[src/rtl/alu_seq.sv]
// rtl/alu_seq.sv - sequential ALU: single-cycle logic/shift/add/sub, shift-add multiply, registered result slot
module alu_seq #(
    parameter int WIDTH = 16
) (
    input  logic                 clk,
    input  logic                 rst_n,
    input  logic                 in_valid,
    output logic                 in_ready,
    input  logic [WIDTH-1:0]     a,
    input  logic [WIDTH-1:0]     b,
    input  logic [3:0]           op,
    output logic                 out_valid,
    input  logic                 out_ready,
    output logic [2*WIDTH-1:0]   out,
    output logic [4:0]           flags,
    output logic                 busy
);

    localparam int SHW = $clog2(WIDTH);

    localparam logic [3:0] OP_NOT = 4'd0;
    localparam logic [3:0] OP_OR  = 4'd1;
    localparam logic [3:0] OP_AND = 4'd2;
    localparam logic [3:0] OP_NOR = 4'd3;
    localparam logic [3:0] OP_XOR = 4'd4;
    localparam logic [3:0] OP_ASL = 4'd5;
    localparam logic [3:0] OP_ROR = 4'd6;
    localparam logic [3:0] OP_ADD = 4'd7;
    localparam logic [3:0] OP_SUB = 4'd8;
    localparam logic [3:0] OP_MUL = 4'd9;

    typedef enum logic {
        S_IDLE,
        S_MUL
    } state_t;

    state_t                 state_q, state_d;
    logic [2*WIDTH-1:0]     out_q, out_d;
    logic [4:0]             flags_q, flags_d;
    logic                   out_valid_q, out_valid_d;
    logic [SHW-1:0]         cnt_q, cnt_d;
    logic [2*WIDTH-1:0]     mcand_q, mcand_d;
    logic [WIDTH-1:0]       mplier_q, mplier_d;
    logic [2*WIDTH-1:0]     acc_q, acc_d;

    logic                   accept;
    logic [SHW-1:0]         sh;
    logic [WIDTH:0]         sum;
    logic [WIDTH:0]         diff;
    logic [WIDTH-1:0]       rot;
    logic [2*WIDTH-1:0]     sc_res;
    logic                   sc_carry;
    logic                   sc_ovf;
    logic                   sc_err;
    logic [4:0]             sc_flags;
    logic [2*WIDTH-1:0]     mul_acc_next;
    logic [4:0]             mul_flags;

    assign in_ready  = (state_q == S_IDLE) && (!out_valid_q || out_ready);
    assign accept    = in_valid && in_ready;
    assign out       = out_q;
    assign flags     = flags_q;
    assign out_valid = out_valid_q;
    assign busy      = (state_q == S_MUL);

    assign sh   = b[SHW-1:0];
    assign sum  = {1'b0, a} + {1'b0, b};
    assign diff = {1'b0, a} - {1'b0, b};
    assign rot  = WIDTH'({a, a} >> sh);

    // Single-cycle result and flags; MUL is handled by the sequencer below.
    always_comb begin
        sc_res   = '0;
        sc_carry = 1'b0;
        sc_ovf   = 1'b0;
        sc_err   = 1'b0;
        case (op)
            OP_NOT: sc_res = {{WIDTH{1'b0}}, ~a};
            OP_OR:  sc_res = {{WIDTH{1'b0}}, a | b};
            OP_AND: sc_res = {{WIDTH{1'b0}}, a & b};
            OP_NOR: sc_res = {{WIDTH{1'b0}}, ~(a | b)};
            OP_XOR: sc_res = {{WIDTH{1'b0}}, a ^ b};
            OP_ASL: sc_res = {{WIDTH{1'b0}}, a} << sh;
            OP_ROR: sc_res = {{WIDTH{1'b0}}, rot};
            OP_ADD: begin
                sc_res   = {{(WIDTH-1){1'b0}}, sum};
                sc_carry = sum[WIDTH];
                sc_ovf   = (a[WIDTH-1] == b[WIDTH-1]) && (sum[WIDTH-1] != a[WIDTH-1]);
            end
            OP_SUB: begin
                // Upper half replicates the borrow so the 2W result reads as signed.
                sc_res   = {{WIDTH{diff[WIDTH]}}, diff[WIDTH-1:0]};
                sc_carry = diff[WIDTH];
                sc_ovf   = (a[WIDTH-1] != b[WIDTH-1]) && (diff[WIDTH-1] != a[WIDTH-1]);
            end
            OP_MUL: sc_res = '0;
            default: sc_err = 1'b1;
        endcase
        sc_flags = {sc_err, sc_res[2*WIDTH-1], sc_ovf, sc_carry, (sc_res == '0)};
    end

    assign mul_acc_next = acc_q + (mplier_q[0] ? mcand_q : '0);
    assign mul_flags    = {1'b0, mul_acc_next[2*WIDTH-1], 1'b0, 1'b0, (mul_acc_next == '0)};

    always_comb begin
        state_d     = state_q;
        out_d       = out_q;
        flags_d     = flags_q;
        out_valid_d = out_valid_q;
        cnt_d       = cnt_q;
        mcand_d     = mcand_q;
        mplier_d    = mplier_q;
        acc_d       = acc_q;

        if (out_valid_q && out_ready) begin
            out_valid_d = 1'b0;
        end

        case (state_q)
            S_IDLE: begin
                if (accept) begin
                    if (op == OP_MUL) begin
                        mcand_d  = {{WIDTH{1'b0}}, a};
                        mplier_d = b;
                        acc_d    = '0;
                        cnt_d    = '0;
                        state_d  = S_MUL;
                    end else begin
                        out_d       = sc_res;
                        flags_d     = sc_flags;
                        out_valid_d = 1'b1;
                    end
                end
            end
            S_MUL: begin
                acc_d    = mul_acc_next;
                mcand_d  = mcand_q << 1;
                mplier_d = mplier_q >> 1;
                cnt_d    = cnt_q + SHW'(1);
                if (cnt_q == SHW'(WIDTH - 1)) begin
                    out_d       = mul_acc_next;
                    flags_d     = mul_flags;
                    out_valid_d = 1'b1;
                    cnt_d       = '0;
                    state_d     = S_IDLE;
                end
            end
            default: state_d = S_IDLE;
        endcase
    end

    always_ff @(posedge clk) begin
        if (!rst_n) begin
            state_q     <= S_IDLE;
            out_q       <= '0;
            flags_q     <= '0;
            out_valid_q <= 1'b0;
            cnt_q       <= '0;
            mcand_q     <= '0;
            mplier_q    <= '0;
            acc_q       <= '0;
        end else begin
            state_q     <= state_d;
            out_q       <= out_d;
            flags_q     <= flags_d;
            out_valid_q <= out_valid_d;
            cnt_q       <= cnt_d;
            mcand_q     <= mcand_d;
            mplier_q    <= mplier_d;
            acc_q       <= acc_d;
        end
    end

endmodule

[config.mk]
export PLATFORM = sky130hd
export DESIGN_NAME = alu_seq
export DESIGN_NICKNAME = d
export VERILOG_FILES = /design/src/rtl/alu_seq.sv
export SDC_FILE = /design/constraint.sdc
export NUM_CORES = 1
export LEC_CHECK = 0
export BUFFER_PORTS_ARGS = -buffer_cell sky130_fd_sc_hd__buf_2
export CAP_MARGIN = 20
export CORE_UTILIZATION = 43
export CTS_CLUSTER_SIZE = 12
export DETAILED_ROUTE_END_ITERATION = 10
export GPL_ROUTABILITY_DRIVEN = 0
export MAX_ROUTING_LAYER = met4
export SLEW_MARGIN = 15
export SYNTH_ARGS = -nofsm -noshare
export SYNTH_HDL_FRONTEND = slang
export SYNTH_SLANG_ARGS = --single-unit
[constraint.sdc]
create_clock -name clk -period 4.5 [get_ports clk]
set_input_delay 0.225 -clock clk [delete_from_list [all_inputs] [get_ports clk]]
set_output_delay 0.225 -clock clk [all_outputs]
set_load 0.01 [all_outputs]
### Word level (Yosys, flattened, before mapping)

Index checks and enable logic that the tools add are counted.

* $add $sub $neg: 4
* equality and inequality tests: 18
* shift-type cells: 2
* multiplexer cells: 35
* bitwise logic cells: 6
* reductions and logical operators: 13

Operator list (count)
* $pmux 32 s9: 1
* $mux 32: 8
* $pmux 32 s2: 3
* $logic_not 32->1: 2
* $add 32x32->32: 1
* $mux 16: 2
* $not 16->16: 2
* $pmux 16 s2: 1
* $shl 16x4->32: 1
* $shr 32x4->16: 1
* $add 16x16->17: 1
* $sub 16x16->17: 1
* $and 16x16->16: 1
* $eq 4x3->1 const B: 4
* $or 16x16->16: 1
* $xor 16x16->16: 1
* $mux 5: 3
* $eq 4x4->1 const B: 3
* $mux 4: 3
* $pmux 5 s2: 1
* $reduce_or 9->1: 1
* $eq 4x2->1 const B: 2
* $mux 1: 8
* $pmux 1 s2: 4
* 14 further kinds: 22

* bits in registers: 123
* output and inout bits: 40

### Longest topological paths before layout

Gate-level depths: netlist of the first run.

* depth in word-level cells: 7
* depth in mapped cells: 15

### Worst setup path before layout of the first run

OpenSTA, ideal clock, no wires.

* path type: input to register
* start point: input b[1]
* end point: register flags_q[0] (netlist: flags[0])
* arrival: 3.509 ns
* required time: 4.442 ns
* path slack: 0.934 ns
* stages: 15
* path through: buf_6 buf_12 buf_2 inv_2 ha_1 or2_2 a221oi_1 o31ai_1 mux2i_1 or4b_4 nor2_2 nand4_1 or4_1 nor4_2 a211o_1

* cells in the longest elaborated chain, start to end: 7

Ends and longest elaborated chain
* start: declaration: line 10 `input logic [WIDTH-1:0] b,`
* parallel branches: the longest is 2 deep, another holds $sub 16x16->17
* $pmux 32 s9 (*): line 77 `case (op)`
* $logic_not 32->1 (*): line 99 `sc_flags = {sc_err, sc_res[2*WIDTH-1], sc_ovf, sc_carry, (sc_res == '0)};`
* $mux 5 (*): line 122 `if (op == OP_MUL) begin`
* $mux 5 (*): line 121 `if (accept) begin`
* $pmux 5 s2 (*): line 119 `case (state_q)`
* end signal: assignment: line 165 `flags_q <= flags_d;`
* end: declaration: line 39 `logic [4:0] flags_q, flags_d;`

Mark *: on every way between the ends. The select of a mux whose other input is x is not followed.
A chain may end at the register's enable or synchronous reset.

### Worst setup path in the final report of the first run

* start point: register mcand_q[0]
* end point: register flags_q[0] (netlist: flags[0])

* cells in the longest elaborated chain, start to end: 5

Ends and longest elaborated chain
* start: declaration: line 42 `logic [2*WIDTH-1:0] mcand_q, mcand_d;`
* start signal: assignment: line 168 `mcand_q <= mcand_d;`
* $mux 32: line 102 `assign mul_acc_next = acc_q + (mplier_q[0] ? mcand_q : '0);`
* $add 32x32->32: line 102
* $logic_not 32->1: line 103 `assign mul_flags = {1'b0, mul_acc_next[2*WIDTH-1], 1'b0, 1'b0, (mul_acc_next == '0)};`
* $mux 5: line 140 `if (cnt_q == SHW'(WIDTH - 1)) begin`
* $pmux 5 s2: line 119

Every way passes these cells. The select of a mux whose other input is x is not followed.

==> results of run 1 <==
[layer usage]
layer | wire (um) | up-vias
li1 | - | 5895
met1 | 19500 | 5956
met2 | 18800 | 712
met3 | 4450 | 134
met4 | 1840 | 0
met5 | 0 | -
[final cells by class]
type                       instances  area (um2)  share of cell area (%)
inverter                          53         199                    1.51
multi-input combinational       1309        8820                    67.0
clock inverter                    12         146                    1.11
clock buffer                      20         457                    3.47
sequential                       122        2450                    18.6
timing repair buffer             111         638                    4.84
tap                              372         465                    3.53
[power breakdown]
group | switching (W) | total, W | internal, W
registers | 0.0000226 | 0.00114 | 0.00111
clock network | 0.000520 | 0.00142 | 0.000895
logic | 0.000567 | 0.000876 | 0.000309
[cell usage after synthesis, types with 19 or more instances]
library cell	number
nor2_1	150
o22ai_1	25
a21oi_1	89
and2_1	76
dfxtp_1	122
ha_1	85
a21boi_0	32
mux2i_1	49
nand3_1	31
o21ai_0	122
o221ai_1	37
nand2_1	184
nor3_1	35
inv_1	49
a211oi_1	26
clkbuf_1	88
xnor2_1	19
nor2b_1	22
a31oi_1	19
[tightest hold or removal path, delay by kind of cell]
| kind | cells | cell delay (ps) |
|---|---|---|
| buf+inv | 1 | 130 |
| simple gates | 1 | 60 |
| compound gates | 1 | 60 |
[state kept, by name, summed over array words and instances (netlist names)]
name       flops
busy           1
out_valid      1
mplier_q      16
mcand_q       32
out           31
cnt_q          4
flags          5
acc_q         32
[through the flow]
step	std cells	total power [W]	hold slack [ps]	util [%]
floorplan	1610	0.00173	370	-
global placement	1967	0.00200	446	46.4
detailed placement	1967	0.00200	458	46.4
global route	1999	0.00356	102	48.6
CTS	1999	0.00341	88.6	48.6
finish	1999	0.00343	110	48.6
[worst paths after layout]
path,endpoint,slack [ps],depth (start not counted)
worst max register to register,flags[0],570,12
worst max-delay path,flags[0],570,12
worst min register to register,out[8],460,2
worst min-delay path,mplier_q[15],110,3
[kinds of logic (layout without fill, tap and decap cells)]
kind of cell / Yosys count / count (layout) / synth area share (%)
mux: 84 / 84 / 8.89
simple gates: 602 / 602 / 24.6
xor+xnor: 37 / 37 / 2.71
buf+inv: 179 / 196 / 6.14
compound gates: 498 / 498 / 27.9
fa+ha+maj: 88 / 88 / 9.38
flops: 122 / 122 / 20.4
==> results.py, run 1 <==
metrics = {
    "pwr": {
        "peakVddDrop_mv": 0.211,
        "power_leakage_nw": 5.50,
        "powerDensity_nw_per_um2": 260,
    },
    "timing": {
        "worst_pin_slew_ps": 1050,
        "drv_slew": 0,
        "relSlewSlack_pct": 30.1,
        "tns_ps": 0,
        "fin_crit_ps": 3930,
        "rsz0062_at_grt": "no",
        "setup_viol": 0,
        "finalHoldViolCount": 0,
        "skew_ps": 16.2,
        "setup_ws_ps": 570,
        "period_share_pct": 87.3,
        "max_freq_mhz": 254,
    },
    "floorplanning": {
        "dieArea_um2": 28500,
        "core_area_um2": 27100,
        "rows": 60,
        "die_h_um": 169,
        "ios": 80,
        "fp.dieW_um": 169,
        "initial_core_util_pct": 44.2,
    },
    "finish": {
        "drive_gt1_share_pct": 13.0,
        "num-nets-final": 1742,
        "final_common_cell": "nand2_1",
        "fillers": 2737,
        "antennaDiodeCount": 0,
        "final_cell_mix": "nand2_1 (184), nor2_1 (148), o21ai_0 (122), dfxtp_1 (121), a21oi_1 (89)",
        "finish.instance_area_um2": 13200,
        "syn2layout_area_growth_pct": 10.0,
    },
    "setup_path": {
        "crit_family": "compound AO/OA/AOI/OAI gates",
        "crit_slowest_cell": "a21boi_0",
        "endpoint_kind": "register",
        "crit_type": "register to register",
        "worstPathArrival_ps": 4320,
        "cpPeakStageDelay_ps": 610,
        "crit_required_ps": 4890,
        "worstPathCellList": "and2_1, ha_1, fa_1, a211oi_1, o21ai_0, a21boi_0, xnor2_1, or4_1, nor4_1, nor4bb_1, and4_1, a211o_1",
        "crit_path_start_kind": "register",
        "cp_max_fo": 5,
        "startpoint": "mcand_q[0]",
        "cp.buffers_inverters": 0,
        "reg2reg_from": "mcand_q[0]",
    },
    "placed_design": {
        "post_dp_cell_area_um2": 12600,
        "dp_slack_ps": 604,
        "hpwl_mm": 32.6,
        "io_buffers": 79,
    },
    "grt": {
        "grt_start_max_net_pins": 101,
        "grt_pass1_wl_mm": 68.4,
        "antenna_found_initial": 0,
        "grt_use_met1_pct": 42.4,
        "grt_remaining_overflow": 0,
        "top_usage_layer": "met2",
        "grt_use_total_pct": 32.2,
        "grt_pass1_vias": 11700,
        "globalRouteMet2Util_pct": 46.6,
        "met3_usage_pct": 8.18,
    },
    "drt": {
        "first_pass_iters": 6,
        "drtIter0Drc": 1698,
        "vias": 12700,
        "routedWlPerCell_um": 22.3,
        "drcViolationCount": 0,
        "routed_wl_mm": 44.6,
        "routed_via_density": 6.35,
        "drtAntennaViolNets": 0,
    },
    "yosys": {
        "syn_area_um2": 12000,
        "ys_seq_elements": 122,
        "seq_area_frac_synth_pct": 20.4,
        "synth.largest_area_cell": "dfxtp_1",
        "synth.distinct_cells": 84,
        "async_flop_share_pct": 0,
        "synth-main-ff-cell": "dfxtp_1",
        "yosys_warnings": 0,
        "synth_edf_count": 0,
        "syn_nets": 1738,
        "synth_top_area_share_pct": 20.4,
        "syn-mean-instance-area_um2": 7.44,
        "syn_inst": 1610,
        "synth_area_leaders": "dfxtp_1 (20%), ha_1 (8.9%), nand2_1 (5.8%)",
    },
    "worst_hold_path": {
        "min_from": "b[15]",
        "hp-class": "input pin to register",
    },
    "clocking": {
        "cts_resized": 0,
        "ctsHoldBuffers": 0,
        "clockRootBuffer": "clkbuf_16",
        "clock_path_buffers": 2,
        "cts.sinks": 122,
        "cts_tree": "yes",
        "htree_levels": 4,
        "insertion_delay_ps": 440,
        "cts_setup_buffers": 0,
        "clkSlewWorstSetupHoldPaths_ps": 60,
        "cts_buffers": 17,
    },
    "flow_run": {
        "max-cap-violations": 0,
    },
    "status": {
        "status": "complete, no violations",
    },
}
Power figures use the tool's default switching activity.
==> run 2, diff against run 1 <==
Settings changed: BUFFER_PORTS_ARGS -buffer_cell sky130_fd_sc_hd__buf_2 to -buffer_cell sky130_fd_sc_hd__clkbuf_2, PLACE_DENSITY set to 0.65.
==> results.py, run 2 (synthesized netlist as in run 1, its figures left out) <==
metrics = {
    "grt": {
        "grt_start_max_net_pins": 79,
        "antenna_found_initial": 1,
        "grt_use_total_pct": 30.8,
        "grt_pass1_wl_mm": 66.5,
        "grt_pass1_vias": 11700,
        "grt_remaining_overflow": 0,
    },
    "setup_path": {
        "cp_max_fo": 5,
        "crit_path_start_kind": "register",
        "worstPathArrival_ps": 4370,
        "cpPeakStageDelay_ps": 610,
        "reg2reg_from": "mcand_q[0]",
        "r2r_slack_ps": 510,
        "reg2reg_to": "flags[0]",
        "crit_required_ps": 4880,
        "r2r_cells": 12,
        "crit_slowest_cell": "a21boi_0",
        "endpoint_kind": "register",
        "crit_type": "register to register",
        "worstPathCellList": "and2_1, ha_1, fa_1, a211oi_1, o21ai_0, a21boi_0, xnor2_1, or4_1, nor4_1, nor4bb_1, and4_1, a211o_1",
    },
    "timing": {
        "period_share_pct": 88.7,
        "max_freq_mhz": 251,
        "rsz0062_at_grt": "no",
        "tns_ps": 0,
        "setup_viol": 0,
        "finalHoldViolCount": 0,
        "relSlewSlack_pct": 35.1,
        "skew_ps": 9.82,
        "fin_crit_ps": 3990,
        "drv_slew": 0,
        "worst_pin_slew_ps": 965,
    },
    "drt": {
        "drcViolationCount": 0,
        "routed_via_density": 6.37,
        "routedWlPerCell_um": 21.3,
        "vias": 12700,
        "routed_wl_mm": 42.6,
        "drtAntennaViolNets": 0,
        "first_pass_iters": 5,
        "drtIter0Drc": 1613,
    },
    "clocking": {
        "clock_path_buffers": 2,
        "clockRootBuffer": "clkbuf_16",
        "cts_setup_buffers": 0,
        "clkSlewWorstSetupHoldPaths_ps": 70,
        "insertion_delay_ps": 430,
        "htree_levels": 4,
        "cts_resized": 0,
        "cts_tree": "yes",
        "ctsHoldBuffers": 0,
        "cts_buffers": 17,
        "cts.sinks": 122,
    },
    "floorplanning": {
        "fp.dieW_um": 169,
        "initial_core_util_pct": 44.2,
        "dieArea_um2": 28500,
        "ios": 80,
        "rows": 60,
        "core_area_um2": 27100,
        "die_h_um": 169,
    },
    "finish": {
        "drive_gt1_share_pct": 13.0,
        "fillers": 2683,
        "final_cell_mix": "nand2_1 (184), nor2_1 (149), o21ai_0 (122), dfxtp_1 (121), a21oi_1 (89)",
        "syn2layout_area_growth_pct": 10.1,
        "finish.instance_area_um2": 13200,
        "instances_no_fill": 2000,
        "final_common_cell": "nand2_1",
        "num-nets-final": 1742,
    },
    "worst_hold_path": {
        "min_to": "mplier_q[15]",
        "min_from": "b[15]",
        "whs_path_depth": 3,
        "hp-class": "input pin to register",
    },
    "placed_design": {
        "dp_cells": 1967,
        "hpwl_mm": 31.5,
        "io_buffers": 79,
        "post_dp_cell_area_um2": 12600,
    },
    "pwr": {
        "powerDensity_nw_per_um2": 260,
        "peakVddDrop_mv": 0.235,
        "power_leakage_nw": 5.48,
    },
    "status": {
        "status": "complete, no violations",
    },
    "flow_run": {
        "max-cap-violations": 0,
    },
}
==> run 2: cell count changes in the layout (fill, tap and decap cells not counted), sizes merged <==
cell and change:
bufinv -1, inv +8, diode +1, clkbuf +75, buf -78, clkinv -4
==> run 2: worst max-delay path: cells and delay by family, from the launching register on <==
family	cells	cell delay [ps]
fa+ha+maj	2	660
xor+xnor	1	170
simple gates	5	1330
flops	1	330
compound gates	4	1440
==> run 2: report_power, final <==
group | switching, W | internal, W
registers | 0.0000256 | 0.00111
logic | 0.000555 | 0.000310
clock network | 0.000587 | 0.000839
==> run 2: per-layer routing <==
metal	GRT usage (%)	share of wire, %	routed length [um]	vias up
met5	-	0	0	-
met4	14.3	4.7	2010	0
met3	5.40	8.8	3750	140
met2	45.4	43	18200	708
met1	40.7	44	18600	6012
li1	-	-	-	5889
==> run 2: worst max-delay path by stage <==
stage,start,to,cells after the start
detailed placement,a[8],flags[0],13
floorplan,b[1],flags[0],15
global placement,a[8],flags[0],13
CTS,mcand_q[0],flags[0],12
finish,mcand_q[0],flags[0],12
global route,mcand_q[0],flags[0],12
==> run 2: final cells by class <==
| cell class | count | area, um2 | area share, % |
|---|---|---|---|
| Antenna cell | 1 | 2.50 | 0.0190 |
| Clock buffer | 17 | 425 | 3.23 |
| Clock inverter | 15 | 180 | 1.37 |
| Inverter | 53 | 199 | 1.51 |
| Multi-Input combinational cell | 1309 | 8820 | 66.9 |
| Sequential cell | 122 | 2450 | 18.6 |
| Tap cell | 372 | 465 | 3.53 |
| Timing Repair Buffer | 111 | 638 | 4.84 |
==> run 2: metrics by stage <==
step	setup WS, ps	utilization, %	hold WS, ps	power, W
after global routing	287	48.6	123	0.00355
final	509	48.6	118	0.00343
after floorplan	934	-	370	0.00173
after detailed placement	381	46.4	459	0.00200
after global placement	374	46.4	449	0.00199
after CTS	604	48.6	101	0.00342
==> run 3, diff against run 2 <==
Clock period 4.5 ns to 4.7 ns, I/O delays scaled along.
==> results.py, run 3 (synthesized netlist as in run 1, its figures left out) <==
metrics = {
    "setup_path": {
        "endpoint_kind": "register",
        "crit_type": "register to register",
        "cp_max_fo": 3,
        "worstPathArrival_ps": 4330,
        "crit_path_start_kind": "register",
        "crit_required_ps": 5030,
    },
    "grt": {
        "grt_start_max_net_pins": 71,
        "grt_remaining_overflow": 0,
        "globalRouteMet2Util_pct": 44.1,
        "top_usage_layer": "met2",
        "grt_pass1_vias": 11400,
        "antenna_found_initial": 0,
        "grt_use_met1_pct": 40.4,
        "grt_pass1_wl_mm": 66.1,
        "grt_use_total_pct": 30.8,
        "met3_usage_pct": 6.73,
    },
    "pwr": {
        "power_w": 0.00321,
        "powerDensity_nw_per_um2": 244,
        "peakVddDrop_mv": 0.212,
        "power_leakage_nw": 5.45,
    },
    "floorplanning": {
        "core_area_um2": 27100,
        "fp.dieW_um": 169,
        "rows": 60,
        "initial_core_util_pct": 44.2,
        "dieArea_um2": 28500,
        "die_h_um": 169,
        "ios": 80,
    },
    "timing": {
        "max_freq_mhz": 250,
        "drv_slew": 0,
        "tns_ps": 0,
        "holdWs_ps": 94.4,
        "fin_crit_ps": 4000,
        "relSlewSlack_pct": 33.5,
        "period_share_pct": 85.1,
        "finalHoldViolCount": 0,
        "setup_viol": 0,
        "worst_pin_slew_ps": 989,
        "skew_ps": 17.6,
        "rsz0062_at_grt": "no",
    },
    "placed_design": {
        "hpwl_mm": 31.8,
        "dp_cells": 1962,
        "io_buffers": 79,
    },
    "finish": {
        "syn2layout_area_growth_pct": 9.53,
        "num-nets-final": 1737,
        "utilization_pct": 48.4,
        "final_common_cell": "nand2_1",
        "instances_no_fill": 1994,
        "drive_gt1_share_pct": 12.7,
        "antennaDiodeCount": 0,
        "final_cell_mix": "nand2_1 (184), nor2_1 (149), o21ai_0 (122), dfxtp_1 (121), a21oi_1 (89)",
        "fillers": 2716,
    },
    "clocking": {
        "cts_setup_buffers": 0,
        "clock_path_buffers": 2,
        "insertion_delay_ps": 440,
        "clockRootBuffer": "clkbuf_16",
        "cts_buffers": 17,
        "clkSlewWorstSetupHoldPaths_ps": 60,
        "cts_resized": 0,
        "htree_levels": 4,
        "ctsHoldBuffers": 0,
        "cts_tree": "yes",
        "cts.sinks": 122,
    },
    "drt": {
        "first_pass_iters": 6,
        "routedWlPerCell_um": 21.6,
        "drcViolationCount": 0,
        "vias": 12600,
        "routed_wl_mm": 43.0,
        "routed_via_density": 6.30,
        "drtIter0Drc": 1843,
        "drtAntennaViolNets": 0,
    },
    "worst_hold_path": {
        "hp-class": "input pin to register",
    },
    "flow_run": {
        "max-cap-violations": 0,
    },
    "status": {
        "status": "complete, no violations",
    },
}
## run 3: changes by cell type in the layout (fill, tap and decap cells not counted), sizes merged
cell / before / now
bufinv: 2 / 0
inv: 61 / 57
clkbuf: 95 / 97
diode: 1 / 0
clkinvlp: 3 / 0
buf: 33 / 28
clkinv: 2 / 9
## run 3: final timing paths
path	start	end	slack, ps	depth (start not counted)
hold / removal	b[15]	mplier_q[15]	90	3
hold reg to reg	out[6]	out[6]	460	2
setup / recovery	mcand_q[0]	flags[0]	700	13
setup reg to reg	mcand_q[0]	flags[0]	700	13
## run 3: metal layers
layer | up-vias | wire (um)
li1 | 5879 | -
met1 | 5797 | 18200
met2 | 726 | 18200
met3 | 154 | 4470
met4 | 0 | 2200
met5 | - | 0
## run 3: final cells by class
cell class / count / area [um2] / share of cell area, %
Timing Repair Buffer: 106 / 613 / 4.67
Clock buffer: 19 / 464 / 3.54
Clock inverter: 13 / 106 / 0.811
Multi-Input combinational cell: 1309 / 8820 / 67.3
Sequential cell: 122 / 2450 / 18.7
Tap cell: 372 / 465 / 3.55
Inverter: 53 / 199 / 1.52
## run 3: through the flow
stage / area (um2) / setup slack, ps
final: 13100 / 698
after CTS: 13100 / 772
after global routing: 13100 / 507
after detailed placement: 12500 / 805
after global placement: 12500 / 918
after floorplan: 12000 / 1120
## run 3: worst max-delay path, cell delays in order, from the launching register on
cell	delay, ps
dfxtp_1	330
and2_1	170
ha_1	220
fa_1	450
a211oi_1	420
nor3_1	140
nor3_1	320
o221ai_1	280
a221oi_1	480
o21ai_0	230
xor2_1	260
nor4_1	90
and4_1	220
a211o_1	280
## run 3: power by group
group / switching, W / total, W / internal, W
logic: 0.000538 / 0.000834 / 0.000296
registers: 0.0000253 / 0.00109 / 0.00107
clock network: 0.000550 / 0.00128 / 0.000730
